### config.mk
export PLATFORM = sky130hd
export DESIGN_NAME = load_store_unit_flat
export DESIGN_NICKNAME = d
export VERILOG_FILES = /design/src/rtl/load_store_unit_if.sv /design/src/rtl/load_store_unit.sv /design/src/flat_wrapper.sv
export SDC_FILE = /design/constraint.sdc
export NUM_CORES = 1
export LEC_CHECK = 0
export CAP_MARGIN = 25
export CORE_MARGIN = 4
export CORE_UTILIZATION = 40
export DETAILED_ROUTE_END_ITERATION = 10
export PLACE_DENSITY_LB_ADDON = 0.2
export REMOVE_ABC_BUFFERS = 1
export SYNTH_ARGS = -nofsm -noshare
export SYNTH_HDL_FRONTEND = slang
export SYNTH_SLANG_ARGS = --single-unit
### constraint.sdc
create_clock -name clk -period 1.7 [get_ports clk]
set_clock_uncertainty 0.05 [all_clocks]
set_input_delay 0.255 -clock clk [delete_from_list [all_inputs] [get_ports clk]]
set_output_delay 0.255 -clock clk [all_outputs]
set_load 0.005 [all_outputs]
### src/rtl/load_store_unit_if.sv
`default_nettype none
// ============================================================================
//  Module   : load_store_unit_if
//  Purpose  : Single-port data-memory bus between the load/store unit
//             (master) and the data memory (slave).
//  Revision : 1.0  initial release
// ============================================================================
interface load_store_unit_if;
    logic        mem_req;
    logic        mem_we;
    logic [31:0] mem_addr;
    logic [31:0] mem_wdata;
    logic [3:0]  mem_wstrb;
    logic        mem_ready;
    logic [31:0] mem_rdata;

    modport master (
        output mem_req, mem_we, mem_addr, mem_wdata, mem_wstrb,
        input  mem_ready, mem_rdata
    );

    modport slave (
        input  mem_req, mem_we, mem_addr, mem_wdata, mem_wstrb,
        output mem_ready, mem_rdata
    );
endinterface
`default_nettype wire

### src/rtl/load_store_unit.sv
`default_nettype none
// ============================================================================
//  Module   : load_store_unit
//  Purpose  : Memory stage after the ALU: one load or store per request on a
//             req/ready data-memory bus, load data sign/zero-extended.
//             Optional macro MISALIGN_TRAP_EN: trap misaligned H/W accesses
//             instead of silently aligning them.
//  Revision : 1.0  initial release
// ============================================================================
module load_store_unit #(
    parameter int TIMEOUT = 255
) (
    input  wire logic        clk,
    input  wire logic        resetn,
    input  wire logic        start,
    input  wire logic        is_store,
    input  wire logic [2:0]  funct3,
    input  wire logic [31:0] addr,
    input  wire logic [31:0] wdata,
    output logic             busy,
    output logic             done,
    output logic [31:0]      rdata,
    output logic             fault,
    output logic             misaligned,
    load_store_unit_if.master mem
);

    localparam int                 c_cnt_w = (TIMEOUT < 2) ? 1 : $clog2(TIMEOUT + 1);
    localparam bit                 c_to_en = (TIMEOUT != 0);
    localparam logic [c_cnt_w-1:0] c_to_m1 = c_cnt_w'((TIMEOUT == 0) ? 0 : TIMEOUT - 1);

    typedef enum logic [1:0] {
        ST_IDLE   = 2'd0,
        ST_ACCESS = 2'd1,
        ST_DONE   = 2'd2
    } state_t;

    state_t             r_state;
    state_t             w_state_nxt;
    logic               r_is_store;
    logic [1:0]         r_size;
    logic               r_uns;
    logic [1:0]         r_off;
    logic               r_fault;
    logic [c_cnt_w-1:0] r_cnt;

    logic        w_legal;
    logic        w_mis;
    logic [1:0]  w_off;
    logic [3:0]  w_strb;
    logic [31:0] w_wdata;
    logic [7:0]  w_byte;
    logic [15:0] w_half;
    logic [31:0] w_load;
    logic        w_timeout;

    // Loads accept 000/001/010/100/101, stores only 000/001/010.
    assign w_legal = is_store ? (!funct3[2] && funct3[1:0] != 2'b11)
                              : (funct3[1:0] != 2'b11 && !(funct3[2] && funct3[1]));

`ifdef MISALIGN_TRAP_EN
    assign w_mis = (funct3[1:0] == 2'b01 && addr[0]) ||
                   (funct3[1:0] == 2'b10 && addr[1:0] != 2'b00);
`else
    assign w_mis = 1'b0;
`endif

    // Without trapping, misaligned halves/words are forced onto their natural boundary.
    always_comb begin
        w_off   = 2'b00;
        w_strb  = 4'b0000;
        w_wdata = wdata;
        case (funct3[1:0])
            2'b00: begin
                w_off   = addr[1:0];
                w_strb  = 4'b0001 << w_off;
                w_wdata = {4{wdata[7:0]}};
            end
            2'b01: begin
                w_off   = {addr[1], 1'b0};
                w_strb  = 4'b0011 << w_off;
                w_wdata = {2{wdata[15:0]}};
            end
            default: begin
                w_off  = 2'b00;
                w_strb = 4'b1111;
            end
        endcase
        if (!is_store) begin
            w_strb = 4'b0000;
        end
    end

    assign w_byte = mem.mem_rdata[{r_off, 3'b000} +: 8];
    assign w_half = r_off[1] ? mem.mem_rdata[31:16] : mem.mem_rdata[15:0];

    always_comb begin
        case (r_size)
            2'b00:   w_load = {{24{!r_uns && w_byte[7]}}, w_byte};
            2'b01:   w_load = {{16{!r_uns && w_half[15]}}, w_half};
            default: w_load = mem.mem_rdata;
        endcase
    end

    assign w_timeout = c_to_en && !mem.mem_ready && (r_cnt == c_to_m1);

    always_ff @(posedge clk or negedge resetn) begin
        if (!resetn) begin
            r_state <= ST_IDLE;
        end else begin
            r_state <= w_state_nxt;
        end
    end

    always_comb begin
        w_state_nxt = r_state;
        case (r_state)
            ST_IDLE: begin
                if (start) begin
                    w_state_nxt = (!w_legal || w_mis) ? ST_DONE : ST_ACCESS;
                end
            end
            ST_ACCESS: begin
                if (mem.mem_ready || w_timeout) begin
                    w_state_nxt = ST_DONE;
                end
            end
            ST_DONE:  w_state_nxt = ST_IDLE;
            default:  w_state_nxt = ST_IDLE;
        endcase
    end

    always_ff @(posedge clk or negedge resetn) begin
        if (!resetn) begin
            r_is_store    <= 1'b0;
            r_size        <= 2'b00;
            r_uns         <= 1'b0;
            r_off         <= 2'b00;
            r_fault       <= 1'b0;
            r_cnt         <= '0;
            rdata         <= 32'h0;
            mem.mem_addr  <= 32'h0;
            mem.mem_wdata <= 32'h0;
            mem.mem_wstrb <= 4'b0000;
        end else begin
            if (r_state == ST_IDLE && start) begin
                r_is_store    <= is_store;
                r_size        <= funct3[1:0];
                r_uns         <= funct3[2];
                r_off         <= w_off;
                r_fault       <= !w_legal;
                r_cnt         <= '0;
                mem.mem_addr  <= {addr[31:2], 2'b00};
                mem.mem_wdata <= w_wdata;
                mem.mem_wstrb <= w_strb;
            end else if (r_state == ST_ACCESS) begin
                if (mem.mem_ready) begin
                    if (!r_is_store) begin
                        rdata <= w_load;
                    end
                end else if (w_timeout) begin
                    r_fault <= 1'b1;
                end else begin
                    r_cnt <= r_cnt + 1'b1;
                end
            end
        end
    end

`ifdef MISALIGN_TRAP_EN
    logic r_mis;

    always_ff @(posedge clk or negedge resetn) begin
        if (!resetn) begin
            r_mis <= 1'b0;
        end else if (r_state == ST_IDLE && start) begin
            r_mis <= w_legal && w_mis;
        end
    end

    assign misaligned = done && r_mis;
`else
    assign misaligned = 1'b0;
`endif

    assign busy        = (r_state == ST_ACCESS);
    assign done        = (r_state == ST_DONE);
    assign fault       = done && r_fault;
    assign mem.mem_req = busy;
    assign mem.mem_we  = busy && r_is_store;

endmodule
`default_nettype wire

### src/flat_wrapper.sv
// flat-port wrapper written by rule: the top's interface ports become plain ports
module load_store_unit_flat 
#(
    parameter int TIMEOUT = 255
)
  (clk, resetn, start, is_store, funct3, addr, wdata, busy, done, rdata, fault, misaligned, mem_mem_req, mem_mem_we, mem_mem_addr, mem_mem_wdata, mem_mem_wstrb, mem_mem_ready, mem_mem_rdata);
  load_store_unit_if mem_i ();
  input  wire logic clk;
  input  wire logic resetn;
  input  wire logic start;
  input  wire logic is_store;
  input  wire logic [2:0] funct3;
  input  wire logic [31:0] addr;
  input  wire logic [31:0] wdata;
  output logic busy;
  output logic done;
  output logic [31:0] rdata;
  output logic fault;
  output logic misaligned;
  output wire logic [$bits(mem_i.mem_req)-1:0] mem_mem_req;
  output wire logic [$bits(mem_i.mem_we)-1:0] mem_mem_we;
  output wire logic [$bits(mem_i.mem_addr)-1:0] mem_mem_addr;
  output wire logic [$bits(mem_i.mem_wdata)-1:0] mem_mem_wdata;
  output wire logic [$bits(mem_i.mem_wstrb)-1:0] mem_mem_wstrb;
  input wire logic [$bits(mem_i.mem_ready)-1:0] mem_mem_ready;
  input wire logic [$bits(mem_i.mem_rdata)-1:0] mem_mem_rdata;
  assign mem_mem_req = mem_i.mem_req;
  assign mem_mem_we = mem_i.mem_we;
  assign mem_mem_addr = mem_i.mem_addr;
  assign mem_mem_wdata = mem_i.mem_wdata;
  assign mem_mem_wstrb = mem_i.mem_wstrb;
  assign mem_i.mem_ready = mem_mem_ready;
  assign mem_i.mem_rdata = mem_mem_rdata;
  load_store_unit #(.TIMEOUT(TIMEOUT)) u_core (.clk(clk), .resetn(resetn), .start(start), .is_store(is_store), .funct3(funct3), .addr(addr), .wdata(wdata), .busy(busy), .done(done), .rdata(rdata), .fault(fault), .misaligned(misaligned), .mem(mem_i));
endmodule
==> summary.md <==
| Metric | Value |
|---|---|
| Outcome | `finished clean` |
| Post-route DRC violation count | `0` |
| TritonCTS clock tree | `yes` |
| Crit path kind | `reg2reg` |
| Layout cell share with drive strength beyond 1 | `0.125` |
| Post-synth ARST share | `1.00` |
| Highest metal used | `met4` |
| Die width | `roughly 120 um` |
| DR WL met2 | `around 8200 um` |
| Clock Latency Late Sink | `410 ps` |
| Remaining number of nets flagged by the antenna check after routing | `0` |
| Internal cell power | `between 10000 and 15000 uW` |
| Routed wirelength normalized by instance count | `about 17 um` |
| Post-Syn Area | `about 5500 um2` |
| First-pass GRT wire length | `roughly 28000 um` |
| Pin count of the biggest net entering global routing | `38` |
| NetSw | `about 4400 uW` |
| Power per cell area | `1650 nW/um2` |
| Share of total power in sequential cells | `0.325` |
| Post-Syn Area per Cell | `roughly 9.1 um2` |
| Tmin final | `roughly 1700 ps` |
| Critical path fanouts, max | `4` |
| Leakage power total | `slightly above 0.004 uW` |
| Hold/Removal Path Class | `in2async` |
| Most common cell on crit path | `buf_6` |
| Count of clock tree sinks | `~120` |
| Nature of the critical path startpoint | `flop` |
| Longest individual stage delay on the worst path | `~390 ps` |
| Normalized max-slew margin | `0.646` |
| Share of total power in combinational logic | `0.405` |
| Overall power | `14600 uW` |
| Slowest cell on the critical path | `or3b_4` |
| Top Family by Delay on Critical Path | `simple AND/OR/NAND/NOR gates` |
| Count of mapped cells out of synthesis | `597` |
| Overall global routing resource usage | `0.221` |
| Initial Util | `0.410` |
| Hold Fails Final Rpt | `0` |
| Max-capacitance violation count | `0` |
| Final count of pins violating max slew | `0` |
| Max Buffers Root-to-Sink | `2` |
| Number of flip-flops and latches in the synthesized netlist | `about 120` |
| Floorplan die area | `approximately 16000 um2` |
| Final-layout worst hold slack | `about 310 ps` |
| Placed Cells incl. Taps | `just under 1000` |
| Number of nets at the end of the flow | `942` |
| Estimated wirelength of the detail-placed design | `about 13000 um` |
| RSZ-0062 raised after global routing | `true` |
| Total congestion overflow after global routing | `0` |
| Antenna fix cells | `0` |
| Post-route cell area | `8820 um2` |
| Chain of cells forming the critical path | `buf_6 > buf_6 > or3b_4 > a41oi_4 > nand4_1 > mux2i_1` |
| Maximum frequency from static timing analysis | `0.595 GHz` |
| Ports placed on the boundary | `210` |
| Final Cycle Share | `0.989` |
| Worst EP arrival | `approximately 1900 ps` |
| Number of global-route vias before repair | `around 5500` |
| Maximum vdd ir drop | `between 900 and 1000 uV` |
| Relative contribution of the clock network to total power | `0.271` |
| Detailed-routing iteration count for the pre-antenna-repair pass | `5` |
| Register area share after synthesis | `0.527` |
| Std-Cell Rows | `42` |
| Slew at the pin closest to its max-slew limit | `approximately 530 ps` |
| Root buffer cell | `clkbuf_16` |
| Deepest level of the CTS H-tree | `4` |
| Number of distinct library cells after synthesis | `46` |
| Die H | `around 120 um` |
| Setup violation total in the final timing report | `0` |
| Starting DRC count in detailed routing | `roughly 300` |
| Ys flop type | `dfrtp_1` |
| Final non-filler cell total | `between 1000 and 1500` |
| Met3 Routed Length | `approximately 1900 um` |
| DR vias | `roughly 5300` |
| Global placement routability congestion | `0.820` |
| Number of buffers added on ports | `206` |
| Count of flip-flops with a built-in enable after synthesis | `0` |
| Total clock buffers created by CTS | `17` |
| Number of warnings printed during yosys synthesis | `0` |
| Fraction of power spent switching nets | `0.303` |
| Final TNS setup | `0 ps` |
| Number of antenna violations at the first check in global routing | `0` |
| Category of the worst setup path capture point | `flop` |
| DR vias/cell | `just over 5` |
| Core ar. | `13300 um2` |
| Clock Pin Slew Worst Setup and Hold Paths | `approximately 50 ps` |
| Count of buffering cells on the critical path with inverters included | `2` |
| Met1 wire length | `slightly below 7000 um` |
| Data required time of the worst path | `1940 ps` |
| Placed instance area | `approximately 8000 um2` |
| Signed area change from the synthesized netlist to the final layout | `61.7%` |
| Aggregate routed wire length | `between 15000 and 20000 um` |
-- logic make-up after synthesis --
logic type | count (synthesis) | synth area share
buf+inv | 49 | 0.0392
compound gates | 94 | 0.110
flops | 115 | 0.527
fa+ha+maj | 2 | 0.00459
xor+xnor | 1 | 0.00161
simple gates | 290 | 0.234
mux | 45 | 0.0825
other cells | 1 | 0.000687
-- Yosys cell counts, types with 8 or more instances --
cell | count | area (um2)
o21ai_0 | 22 | 110
dfrtp_1 | 115 | 2880
buf_2 | 12 | 60.1
nor2_1 | 49 | 184
and2_1 | 9 | 56.3
nor3b_1 | 8 | 60.1
mux2i_1 | 45 | 450
a21oi_1 | 38 | 190
nand2_1 | 162 | 608
a31oi_1 | 8 | 50.1
nand3_1 | 36 | 180
clkbuf_1 | 20 | 75.1
-- power by group through the flow --
stage	Sequential, uW	Combinational, uW	Clock [uW]
after global routing	4900	6450	4140
after CTS	4740	5860	4010
after floorplan	4870	1800	0
after detailed placement	4740	5750	0
after global placement	4690	5630	0
final	4730	5900	3940
-- final timing paths --
check	to	start	slack (ps)	cells past startpoint
max reg2reg	u_core.r_cnt[4]	u_core.r_state[0]	20	6
max	u_core.r_cnt[4]	u_core.r_state[0]	20	6
max in group asynchronous	u_core.mem.mem_addr[13]	resetn	660	3
min in group clk	u_core.mem.mem_addr[22]	addr[22]	320	3
min	u_core.rdata[19]	resetn	310	2
min reg2reg	u_core.r_cnt[5]	u_core.r_cnt[5]	420	1
-- through the flow --
| step | setup slack, ps | util |
|---|---|---|
| floorplan | -1420 | - |
| global placement | -127 | 0.602 |
| detailed placement | -120 | 0.602 |
| CTS | 2.68 | 0.657 |
| global route | -51.1 | 0.664 |
| finish | 19.4 | 0.664 |
-- flip-flops by register name, indices dropped and copies added, names as in the netlist --
signal                flops
u_core.mem.mem_wdata     32
u_core.rdata             32
u_core.mem.mem_addr      30
u_core.r_cnt              8
u_core.mem.mem_wstrb      4
u_core.r_off              2
u_core.r_size             2
u_core.r_state            2
u_core.r_fault            1
u_core.r_is_store         1
u_core.r_uns              1
-- cell usage in the layout (no fill, tap or decap), types with 2 or more instances in the layout --
| master | n |
|---|---|
| dfrtp_2 | 3 |
| a21oi_1 | 38 |
| buf_6 | 8 |
| o221ai_2 | 2 |
| or3_1 | 2 |
| dfrtp_1 | 112 |
| clkinv_2 | 4 |
| nand2b_1 | 4 |
| o221ai_1 | 4 |
| buf_2 | 2 |
| clkdlybuf4s50_1 | 199 |
| clkbuf_16 | 17 |
| a31oi_1 | 8 |
| nor3_1 | 3 |
| a2bb2oi_1 | 6 |
| buf_4 | 37 |
| clkdlybuf4s15_1 | 2 |
| dlygate4sd2_1 | 2 |
| nand4_1 | 5 |
| ha_1 | 2 |
| buf_12 | 9 |
| clkbuf_8 | 4 |
| bufinv_16 | 5 |
| o21ai_0 | 22 |
| nand3b_1 | 2 |
| nor3b_1 | 8 |
| conb_1 | 3 |
| mux2i_1 | 45 |
| inv_1 | 5 |
| and4_1 | 2 |
| nor2_1 | 48 |
| a22o_1 | 2 |
| nand2_1 | 161 |
| nand3_1 | 36 |
| and2_1 | 8 |
-- repair_timing --
| action | CTS | global route |
|---|---|---|
| cloned | 0 | 1 |
| resized for setup | 16 | 19 |
| hold buffers | 1 | 0 |
| setup buffers | 4 | 4 |
| setup endpoints to repair | 5 | 37 |
| hold endpoints to repair | 33 | 0 |
| pin swaps | 1 | 4 |
-- area by class of cell --
class,count,area [um2]
multi-input cells,435,2430
clock buffers,21,480
well taps,176,220
clock inverters,10,178
fillers,1054,4470
repair buffers,261,2610
inverters,6,22.5
flip-flops and latches,115,2880
-- per-layer routing --
layer | vias to the layer above | global-route usage
met2 | 213 | 0.363
met5 | - | 0
li1 | 2509 | -
met1 | 2558 | 0.262
met3 | 14 | 0.102
met4 | 0 | 0.0632
(Power assumes the default switching activity.)
